<file path="config.mk">
export PLATFORM = sky130hd
export DESIGN_NAME = multicycle_ctrl_flat
export DESIGN_NICKNAME = d
export VERILOG_FILES = /design/src/rtl/multicycle_ctrl_if.sv /design/src/rtl/multicycle_ctrl.sv /design/src/flat_wrapper.sv
export SDC_FILE = /design/constraint.sdc
export NUM_CORES = 1
export LEC_CHECK = 0
export ABC_CLOCK_PERIOD_IN_PS = 2300
export CAP_MARGIN = 30
export CORE_ASPECT_RATIO = 1.1
export CORE_MARGIN = 3
export CORE_UTILIZATION = 43
export CTS_CLUSTER_SIZE = 14
export DETAILED_ROUTE_END_ITERATION = 10
export PLACE_DENSITY = 0.83
export RECOVER_POWER = 100
export SETUP_SLACK_MARGIN = 0.5
export SYNTH_ARGS = -nofsm -noshare
export SYNTH_HDL_FRONTEND = slang
export SYNTH_SLANG_ARGS = --single-unit
</file>
<file path="constraint.sdc">
create_clock -name clk -period 2.3 [get_ports clk]
set_clock_uncertainty 0.05 [all_clocks]
set_input_delay 0.69 -clock clk [delete_from_list [all_inputs] [get_ports clk]]
set_output_delay 0.69 -clock clk [all_outputs]
set_load 0.05 [all_outputs]
</file>
<file path="src/rtl/multicycle_ctrl_if.sv">
// Control/status bundle between the multicycle CPU datapath and its main control FSM.
// The controller takes the master view: it samples Op/Func/Zero and drives every control line.
interface multicycle_ctrl_if;
    logic [3:0] Op;
    logic [8:0] Func;
    logic       Zero;
    logic       pc_write;
    logic       iord;
    logic       mem_read;
    logic       mem_write;
    logic       ir_write;
    logic       reg_write;
    logic       reg_dst;
    logic       mem_to_reg;
    logic       alu_src_a;
    logic [1:0] alu_src_b;
    logic [2:0] alu_op;
    logic [1:0] pc_src;
    logic       retire;
    logic       halted;
    logic       illegal;
    logic [3:0] state_o;

    modport master (
        input  Op, Func, Zero,
        output pc_write, iord, mem_read, mem_write, ir_write, reg_write, reg_dst,
               mem_to_reg, alu_src_a, alu_src_b, alu_op, pc_src, retire, halted,
               illegal, state_o
    );

    modport slave (
        output Op, Func, Zero,
        input  pc_write, iord, mem_read, mem_write, ir_write, reg_write, reg_dst,
               mem_to_reg, alu_src_a, alu_src_b, alu_op, pc_src, retire, halted,
               illegal, state_o
    );
endinterface

</file>
<file path="src/rtl/multicycle_ctrl.sv">
// Main control FSM of the 16-bit multicycle CPU: sequences fetch/decode/execute/memory/write-back
// and drives all datapath selects and write enables from registered, state-decoded outputs.
module multicycle_ctrl #(
    parameter int unsigned PC_INC = 1
) (
    input  logic              clk,
    input  logic              reset,
    multicycle_ctrl_if.master bus
);

    typedef enum logic [3:0] {
        FETCH    = 4'd0,
        DECODE   = 4'd1,
        EXEC_R   = 4'd2,
        EXEC_I   = 4'd3,
        ALU_WB   = 4'd4,
        MEM_ADDR = 4'd5,
        LOAD_RD  = 4'd6,
        LOAD_WB  = 4'd7,
        STORE    = 4'd8,
        BRANCH   = 4'd9,
        JUMP     = 4'd10,
        HALT     = 4'd15
    } state_t;

    typedef enum logic [2:0] {
        ALU_ADD = 3'b000,
        ALU_SUB = 3'b001,
        ALU_AND = 3'b010,
        ALU_OR  = 3'b011,
        ALU_NOT = 3'b100
    } alu_op_t;

    typedef struct packed {
        logic       pc_write;
        logic       iord;
        logic       mem_read;
        logic       mem_write;
        logic       ir_write;
        logic       reg_write;
        logic       reg_dst;
        logic       mem_to_reg;
        logic       alu_src_a;
        logic [1:0] alu_src_b;
        logic [2:0] alu_op;
        logic [1:0] pc_src;
        logic       retire;
        logic       halted;
    } ctrl_t;

    // The ALU B-input increment constant lives in the datapath; a zero step is meaningless.
    if (PC_INC == 0) begin : g_pc_inc_chk
        $error("multicycle_ctrl: PC_INC must be nonzero");
    end

    state_t state;
    state_t nxt;
    logic   ill_set;
    ctrl_t  ctrl_q;
    ctrl_t  ctrl;
    logic   illegal_q;

    function automatic logic func_ok(input logic [8:0] f);
        return f inside {9'h001, 9'h002, 9'h004, 9'h008, 9'h010};
    endfunction

    function automatic alu_op_t r_alu_op(input logic [8:0] f);
        if (f[0])      return ALU_ADD;
        else if (f[1]) return ALU_SUB;
        else if (f[2]) return ALU_AND;
        else if (f[3]) return ALU_OR;
        else           return ALU_NOT;
    endfunction

    function automatic alu_op_t i_alu_op(input logic [3:0] op);
        case (op)
            4'b0010: return ALU_SUB;
            4'b0011: return ALU_AND;
            4'b0100: return ALU_OR;
            default: return ALU_ADD;
        endcase
    endfunction

    // Outputs for the state being entered; Op/Func are stable whenever they matter here.
    function automatic ctrl_t decode(input state_t s, input logic [3:0] op, input logic [8:0] func);
        ctrl_t c;
        c = '0;
        case (s)
            FETCH: begin
                c.mem_read  = 1'b1;
                c.ir_write  = 1'b1;
                c.alu_src_b = 2'b01;
                c.pc_write  = 1'b1;
            end
            DECODE:   c.alu_src_b = 2'b10;
            EXEC_R: begin
                c.alu_src_a = 1'b1;
                c.alu_op    = r_alu_op(func);
            end
            EXEC_I: begin
                c.alu_src_a = 1'b1;
                c.alu_src_b = 2'b10;
                c.alu_op    = i_alu_op(op);
            end
            ALU_WB: begin
                c.reg_write = 1'b1;
                c.reg_dst   = (op == 4'b0000);
                c.retire    = 1'b1;
            end
            MEM_ADDR: begin
                c.alu_src_a = 1'b1;
                c.alu_src_b = 2'b10;
            end
            LOAD_RD: begin
                c.mem_read = 1'b1;
                c.iord     = 1'b1;
            end
            LOAD_WB: begin
                c.reg_write  = 1'b1;
                c.mem_to_reg = 1'b1;
                c.retire     = 1'b1;
            end
            STORE: begin
                c.mem_write = 1'b1;
                c.iord      = 1'b1;
                c.retire    = 1'b1;
            end
            BRANCH: begin
                c.alu_src_a = 1'b1;
                c.alu_op    = ALU_SUB;
                c.pc_src    = 2'b01;
                c.retire    = 1'b1;
            end
            JUMP: begin
                c.pc_src   = 2'b10;
                c.pc_write = 1'b1;
                c.retire   = 1'b1;
            end
            HALT:     c.halted = 1'b1;
            default:  c = '0;
        endcase
        return c;
    endfunction

    always_comb begin
        nxt     = FETCH;
        ill_set = 1'b0;
        case (state)
            FETCH:  nxt = DECODE;
            DECODE: begin
                case (bus.Op)
                    4'b0000: begin
                        if (func_ok(bus.Func)) begin
                            nxt = EXEC_R;
                        end else begin
                            nxt     = HALT;
                            ill_set = 1'b1;
                        end
                    end
                    4'b0001, 4'b0010, 4'b0011, 4'b0100: nxt = EXEC_I;
                    4'b0101, 4'b0110:                   nxt = MEM_ADDR;
                    4'b0111:                            nxt = JUMP;
                    4'b1000:                            nxt = BRANCH;
                    4'b1111:                            nxt = HALT;
                    default: begin
                        nxt     = HALT;
                        ill_set = 1'b1;
                    end
                endcase
            end
            EXEC_R, EXEC_I: nxt = ALU_WB;
            MEM_ADDR: nxt = (bus.Op == 4'b0101) ? LOAD_RD : STORE;
            LOAD_RD:  nxt = LOAD_WB;
            HALT:     nxt = HALT;
            default:  nxt = FETCH;
        endcase
    end

    always_ff @(posedge clk) begin
        if (!reset) begin
            state     <= FETCH;
            ctrl_q    <= decode(FETCH, bus.Op, bus.Func);
            illegal_q <= 1'b0;
        end else begin
            state  <= nxt;
            ctrl_q <= decode(nxt, bus.Op, bus.Func);
            if (ill_set) begin
                illegal_q <= 1'b1;
            end
        end
    end

    // Registered outputs are masked by reset so no write can leak while it is held low.
    assign ctrl = reset ? ctrl_q : '0;

    assign bus.pc_write   = ctrl.pc_write | (reset & (state == BRANCH) & bus.Zero);
    assign bus.iord       = ctrl.iord;
    assign bus.mem_read   = ctrl.mem_read;
    assign bus.mem_write  = ctrl.mem_write;
    assign bus.ir_write   = ctrl.ir_write;
    assign bus.reg_write  = ctrl.reg_write;
    assign bus.reg_dst    = ctrl.reg_dst;
    assign bus.mem_to_reg = ctrl.mem_to_reg;
    assign bus.alu_src_a  = ctrl.alu_src_a;
    assign bus.alu_src_b  = ctrl.alu_src_b;
    assign bus.alu_op     = ctrl.alu_op;
    assign bus.pc_src     = ctrl.pc_src;
    assign bus.retire     = ctrl.retire;
    assign bus.halted     = ctrl.halted;
    assign bus.illegal    = reset & illegal_q;
    assign bus.state_o    = reset ? state : 4'd0;

endmodule

</file>
<file path="src/flat_wrapper.sv">
// flat-port wrapper written by rule: the top's interface ports become plain ports
module multicycle_ctrl_flat 
#(
    parameter int unsigned PC_INC = 1
)
  (clk, reset, bus_Op, bus_Func, bus_Zero, bus_pc_write, bus_iord, bus_mem_read, bus_mem_write, bus_ir_write, bus_reg_write, bus_reg_dst, bus_mem_to_reg, bus_alu_src_a, bus_alu_src_b, bus_alu_op, bus_pc_src, bus_retire, bus_halted, bus_illegal, bus_state_o);
  multicycle_ctrl_if bus_i ();
  input  logic clk;
  input  logic reset;
  input wire logic [$bits(bus_i.Op)-1:0] bus_Op;
  input wire logic [$bits(bus_i.Func)-1:0] bus_Func;
  input wire logic [$bits(bus_i.Zero)-1:0] bus_Zero;
  output wire logic [$bits(bus_i.pc_write)-1:0] bus_pc_write;
  output wire logic [$bits(bus_i.iord)-1:0] bus_iord;
  output wire logic [$bits(bus_i.mem_read)-1:0] bus_mem_read;
  output wire logic [$bits(bus_i.mem_write)-1:0] bus_mem_write;
  output wire logic [$bits(bus_i.ir_write)-1:0] bus_ir_write;
  output wire logic [$bits(bus_i.reg_write)-1:0] bus_reg_write;
  output wire logic [$bits(bus_i.reg_dst)-1:0] bus_reg_dst;
  output wire logic [$bits(bus_i.mem_to_reg)-1:0] bus_mem_to_reg;
  output wire logic [$bits(bus_i.alu_src_a)-1:0] bus_alu_src_a;
  output wire logic [$bits(bus_i.alu_src_b)-1:0] bus_alu_src_b;
  output wire logic [$bits(bus_i.alu_op)-1:0] bus_alu_op;
  output wire logic [$bits(bus_i.pc_src)-1:0] bus_pc_src;
  output wire logic [$bits(bus_i.retire)-1:0] bus_retire;
  output wire logic [$bits(bus_i.halted)-1:0] bus_halted;
  output wire logic [$bits(bus_i.illegal)-1:0] bus_illegal;
  output wire logic [$bits(bus_i.state_o)-1:0] bus_state_o;
  assign bus_i.Op = bus_Op;
  assign bus_i.Func = bus_Func;
  assign bus_i.Zero = bus_Zero;
  assign bus_pc_write = bus_i.pc_write;
  assign bus_iord = bus_i.iord;
  assign bus_mem_read = bus_i.mem_read;
  assign bus_mem_write = bus_i.mem_write;
  assign bus_ir_write = bus_i.ir_write;
  assign bus_reg_write = bus_i.reg_write;
  assign bus_reg_dst = bus_i.reg_dst;
  assign bus_mem_to_reg = bus_i.mem_to_reg;
  assign bus_alu_src_a = bus_i.alu_src_a;
  assign bus_alu_src_b = bus_i.alu_src_b;
  assign bus_alu_op = bus_i.alu_op;
  assign bus_pc_src = bus_i.pc_src;
  assign bus_retire = bus_i.retire;
  assign bus_halted = bus_i.halted;
  assign bus_illegal = bus_i.illegal;
  assign bus_state_o = bus_i.state_o;
  multicycle_ctrl #(.PC_INC(PC_INC)) u_core (.clk(clk), .reset(reset), .bus(bus_i));
endmodule
</file>
; Word level (Yosys, flattened, before mapping)
; Index checks and enable logic that the tools add are counted.
[word_totals]
reg_bits = 23
input_bits = 16
elab_cells = 95
[classes]
reduce_logical = 16
n_eq_ne = 32
muxes = 27
n_bitwise = 4
[op_table]
columns = op, count
row1 = 4-bit by 3-bit == test with 1-bit output (second input constant), 10
row2 = 4-bit == test (second input constant), 8
row3 = 4-bit by 2-bit == test with 1-bit output (second input constant), 6
row4 = 4-bit one-hot mux with 6 select lines, 1
row5 = 4-bit one-hot mux with 5 select lines, 1
row6 = 18-bit two-way mux, 1
row7 = 4-bit by 1-bit == test with 1-bit output (second input constant), 3
row8 = 4-bit logical NOT, 3
row9 = 1-bit two-way mux, 12
row10 = 3-bit two-way mux, 4
row11 = 4-bit two-way mux, 3
row12 = 2-bit OR reduction, 6
row13 = 9-bit by 1-bit == test with 1-bit output (second input constant), 1
row14 = 9-bit by 2-bit == test with 1-bit output (second input constant), 1
row15 = 9-bit by 3-bit == test with 1-bit output (second input constant), 1
row16 = 9-bit by 4-bit == test with 1-bit output (second input constant), 1
row17 = 9-bit by 5-bit == test with 1-bit output (second input constant), 1
row18 = 3-bit one-hot mux with 3 select lines, 1
row19 = 9-bit OR reduction, 1
row20 = 2-bit one-hot mux with 2 select lines, 2
row21 = 4-bit OR reduction, 2
row22 = 2-bit one-hot mux with 3 select lines, 1
row23 = 5-bit nonzero test, 1
row24 = 5-bit OR reduction, 1
row25 = 5 further kinds, 7

; Logic depth before layout (Yosys ltp)
[depth]
word_depth = 8
mapped_depth = 8
depth_no_buf = 7

; Least setup slack after synthesis
; No wires, ideal clock.
[synth_path]
kind = in2reg
startpoint = input bus_Func[8]
endpoint = register u_core.ctrl_q[5] in the netlist's numbering
n_path_buf = 0
cell_stages = 5
path_slack_ps = -72
arrival_ps = 2252
required_ps = 2180
cell_sequence = or4_4 -> a221oi_4 -> a41oi_4 -> or4_1 -> a21oi_1
[synth_between]
elab_chain_cells = 7
elab_cells_between_ends = 13
cone_classes = 8 x eq/ne / 4 x mux / 1 x reduce/logical
[synth_rtl]
columns = element, line
row1 = from (decl), flat_wrapper.sv:11  ; input wire logic [$bits(bus_i.Func)-1:0] bus_Func;
row2 = 9-bit by 1-bit == test with 1-bit output (tied with other cells), multicycle_ctrl.sv:64  ; return f inside {9'h001, 9'h002, 9'h004, 9'h008, 9'h010};
row3 = 5-bit nonzero test (*), multicycle_ctrl.sv:64
row4 = 4-bit two-way mux (*), multicycle_ctrl.sv:153  ; if (func_ok(bus.Func)) begin
row5 = 4-bit one-hot mux with 5 select lines (*), multicycle_ctrl.sv:151  ; case (bus.Op)
row6 = 4-bit one-hot mux with 6 select lines (*), multicycle_ctrl.sv:148  ; case (state)
row7 = 4-bit == test / 4-bit by 2-bit == test with 1-bit output (equally long branches), multicycle_ctrl.sv:88  ; case (s)
row8 = 3-bit one-hot mux with 3 select lines (*), multicycle_ctrl.sv:88
row9 = to (signal assigned), multicycle_ctrl.sv:182  ; ctrl_q <= decode(FETCH, bus.Op, bus.Func);
row10 = to (signal assigned), multicycle_ctrl.sv:186  ; ctrl_q <= decode(nxt, bus.Op, bus.Func);
row11 = to (decl), multicycle_ctrl.sv:59  ; ctrl_t ctrl_q;
; Mark *: on every way between the ends. The rest lies on a longest branch, timed or not.
; A chain may end at the register's enable or synchronous reset.

; Worst setup path after layout
[layout_path]
startpoint = register u_core.state[0]
endpoint = register u_core.ctrl_q[4] in the netlist's numbering
[layout_between]
elab_chain_cells = 5
elab_cells_between_ends = 13
cone_classes = 9 x eq/ne / 2 x mux / 2 x reduce/logical
[layout_rtl]
columns = element, line
row1 = from (decl), multicycle_ctrl.sv:56  ; state_t state;
row2 = from (signal assigned), multicycle_ctrl.sv:185  ; state <= nxt;
row3 = 4-bit by 2-bit == test with 1-bit output, multicycle_ctrl.sv:148
row4 = 2-bit OR reduction, multicycle_ctrl.sv:148
row5 = 4-bit one-hot mux with 6 select lines (*), multicycle_ctrl.sv:148
row6 = 4-bit == test / 4-bit by 2-bit == test with 1-bit output (equally long branches), multicycle_ctrl.sv:88
row7 = 3-bit one-hot mux with 3 select lines (*), multicycle_ctrl.sv:88
; Marked as above.

==> flow_metrics.env <==
export IMPL_antenna_found_initial=0
export IMPL_p_seq_share_pct=22.6
export IMPL_hold_viol=0
export IMPL_finalPower_mw=2.24
export IMPL_gp_congestion=0.847
export IMPL_netlist_top_cells_count="22 x dfxtp_1, 21 x and2_1, 21 x nor2_1, 15 x nand2_1"
export IMPL_critPathMaxStageDelay_ps=430
export IMPL_power_leakage_nw=1.10
export IMPL_layout_setup_ws_ps=57.4
export IMPL_root_buffer="clkbuf_4"
export IMPL_syn_avg_cell_area_um2=8.50
export IMPL_status="finished, final reports clean"
export IMPL_core_um2=3070
export IMPL_grt_pass1_vias=1593
export IMPL_rsz0062_at_grt="true"
export IMPL_cts_sinks=22
export IMPL_crit_path_cell_trace="clkbuf_2 > nor4b_4 > o21ai_1 > and3_1 > a41oi_4 > mux2_2 > o22ai_2"
export IMPL_setup_viol=0
export IMPL_drc_errors=0
export IMPL_cts_tree="built"
export IMPL_crit_path_end_kind="flop"
export IMPL_firstDrtPassIters=5
export IMPL_synth_edff_count=0
export IMPL_numCtsBuffers=3
export IMPL_crit_required_ps=2500
export IMPL_cp_max_fo=10
export IMPL_design_area_um2=2450
export IMPL_fillers=176
export IMPL_area_delta_synth_final_pct=74.8
export IMPL_post_place_ws_ps=-527
export IMPL_port_buffers=38
export IMPL_comb_power_share_pct=63.6
export IMPL_slew_viol_final=0
export IMPL_antenna_left=0
export IMPL_initialDrtViolationCount=75
export IMPL_drive_gt1_share_pct=59.7
export IMPL_path_clk_slew_ps=150
export IMPL_h_tree_depth=1
export IMPL_wl_met3_um=373
export IMPL_ys_top_cells_by_area="dfxtp_1 31%, and2_1 9.4%, clkbuf_8 6.9%"
export IMPL_synth_warnings=0
export IMPL_syn_area_um2=1400
export IMPL_setup_tns_ps=0
export IMPL_routed_top_layer="met4"
export IMPL_die_area_um2=3980
export IMPL_synth_main_ff_cell="dfxtp_1"
export IMPL_grt_util_all_layers_pct=25.9
export IMPL_io_pins=39
export IMPL_wl_per_cell_um=20.5
export IMPL_yosysTopAreaCellShare_pct=31.4
export IMPL_met2_length_mm=3.06
export IMPL_power_switching_mw=0.963
export IMPL_num_antenna_cells=0
export IMPL_startpoint_type="flop"
export IMPL_maxCapViolations=0
export IMPL_ys_async_sr_fraction_pct=0
export IMPL_yosysUniqueCellTypes=45
export IMPL_start_util_pct=45.6
export IMPL_nNetsFinal=265
export IMPL_synth_top_cell_by_area="dfxtp_1"
export IMPL_timing_fmax_mhz=446
export IMPL_min_period_ps=2240
export IMPL_yosys_cell_count_top_type="dfxtp_1"
export IMPL_ys_seq_elements=22
export IMPL_critical_path_class="reg -> reg"
export IMPL_seq_area_frac_synth_pct=31.4
export IMPL_worst_pin_slew_ps=573
export IMPL_wl_met1_mm=2.00
export IMPL_slowest_stage="dfxtp_1"
export IMPL_p_clk_share_pct=13.8
export IMPL_powerDensity_nw_per_um2=914
export IMPL_grt_max_degree=14
export IMPL_irDropWorstVdd_v=0.000697
export IMPL_min_period_over_period_pct=97.5
export IMPL_place_area_um2=2260
export IMPL_critPathArrivalTime_ps=2440
export IMPL_post_drt_via_cell_ratio=5.87
export IMPL_die_y_um=65.9
export IMPL_grt_pass1_wl_mm=7.51
export IMPL_syn_nets=181
export IMPL_globalRoute_totalOverflow=0
export IMPL_hp_class="reg -> reg"
export IMPL_dp_hpwl_mm=2.81
export IMPL_synth_cells=165
export IMPL_intPower_mw=1.28
export IMPL_vias=1655
export IMPL_clk_path_buf_depth=2
export IMPL_drt_wl_total_mm=5.77
export IMPL_slew_headroom_pct=61.5
export IMPL_sw_frac_of_total_pct=43.0
export IMPL_clk_latency_ps=320
export IMPL_rows=21
export IMPL_die_w_um=60.5
[registers in the layout, indices dropped and copies added (netlist names)]
signal            flops
u_core.illegal_q      1
u_core.ctrl_q        17
u_core.state          4
[cells in the final DEF, fill, tap and decap left out, drive strengths merged, types with 2 or more instances in the layout]
cell           count
nor3               5
inv                6
nor4b              2
xor2               4
dfxtp             22
nor3b              2
o21a               2
a31oi              3
clkbuf            24
and2              21
nand2b             6
o21ai              4
nor4               4
o31ai              3
dlygate4sd2        2
o311ai             2
or4                2
clkdlybuf4s15      2
and3               3
nor2              21
and2b              2
nand2             15
a21oi              6
buf               63
dlymetal6s2s       2
o32ai              2
[through the flow]
step / util, % / hold WS [ps] / cells
floorplan: - / 387 / 165
finish: 79.7 / 552 / 282
detailed placement: 73.7 / 449 / 257
CTS: 85.3 / 493 / 277
global route: 79.7 / 570 / 282
global placement: 73.7 / 399 / 257
[worst max-delay path, delay by kind of cell, from the launching register on]
kind                   cells  cell delay (ps)
AOI/OAI and AO/OA          3              560
and+or+nand+nor            2              450
DFF                        1              430
muxes                      1              400
buffers and inverters      1              280
[repair_timing]
item / 4_1_cts / 5_1_grt
setup buffers: 14 / 5
hold buffers: 0 / 0
setup endpoints to repair: 39 / 38
pin swaps: 26 / 15
cloned: 2 / 0
gates resized for setup: 100 / 24
[final timing paths]
check | to | start | slack [ps] | cells after the start
hold reg to reg | u_core.illegal_q | u_core.illegal_q | 550 | 2
setup / recovery | u_core.ctrl_q[4] | u_core.state[0] | 60 | 7
setup reg to reg | u_core.ctrl_q[4] | u_core.state[0] | 60 | 7
hold / removal | u_core.illegal_q | u_core.illegal_q | 550 | 2
[per-layer routing]
metal  up-vias  track usage, %
met5         -               0
met1       772            26.4
met2       114            48.9
li1        741               -
met3        28            2.73
met4         0            14.9
[cells by family after synthesis]
family / after synthesis / synth area share (%)
buffers and inverters: 18 / 10.6
AOI/OAI and AO/OA: 31 / 18.5
xor gates and xnor gates: 5 / 3.12
muxes: 1 / 0.803
and+or+nand+nor: 88 / 35.6
DFF: 22 / 31.4
[layout make-up]
type                    count  area (um2)  share of cell area [%]
multi-input cells         125        1110                    45.2
repair buffers             90         773                    31.5
flip-flops and latches     22         448                    18.3
well taps                  34        42.5                    1.74
clock inverters             1        30.0                    1.23
inverters                   7        27.5                    1.12
clock buffers               3        22.5                   0.919
[power by group through the flow]
stage	Sequential, mW	Combinational, mW	Clock [mW]
2_1_floorplan	0.486	0.681	0
3_3_place_gp	0.524	1.01	0
3_5_place_dp	0.531	1.04	0
4_1_cts	0.501	1.31	0.297
5_1_grt	0.508	1.48	0.330
6_report	0.506	1.43	0.309
Note: power is estimated with default switching activity, not from simulation.
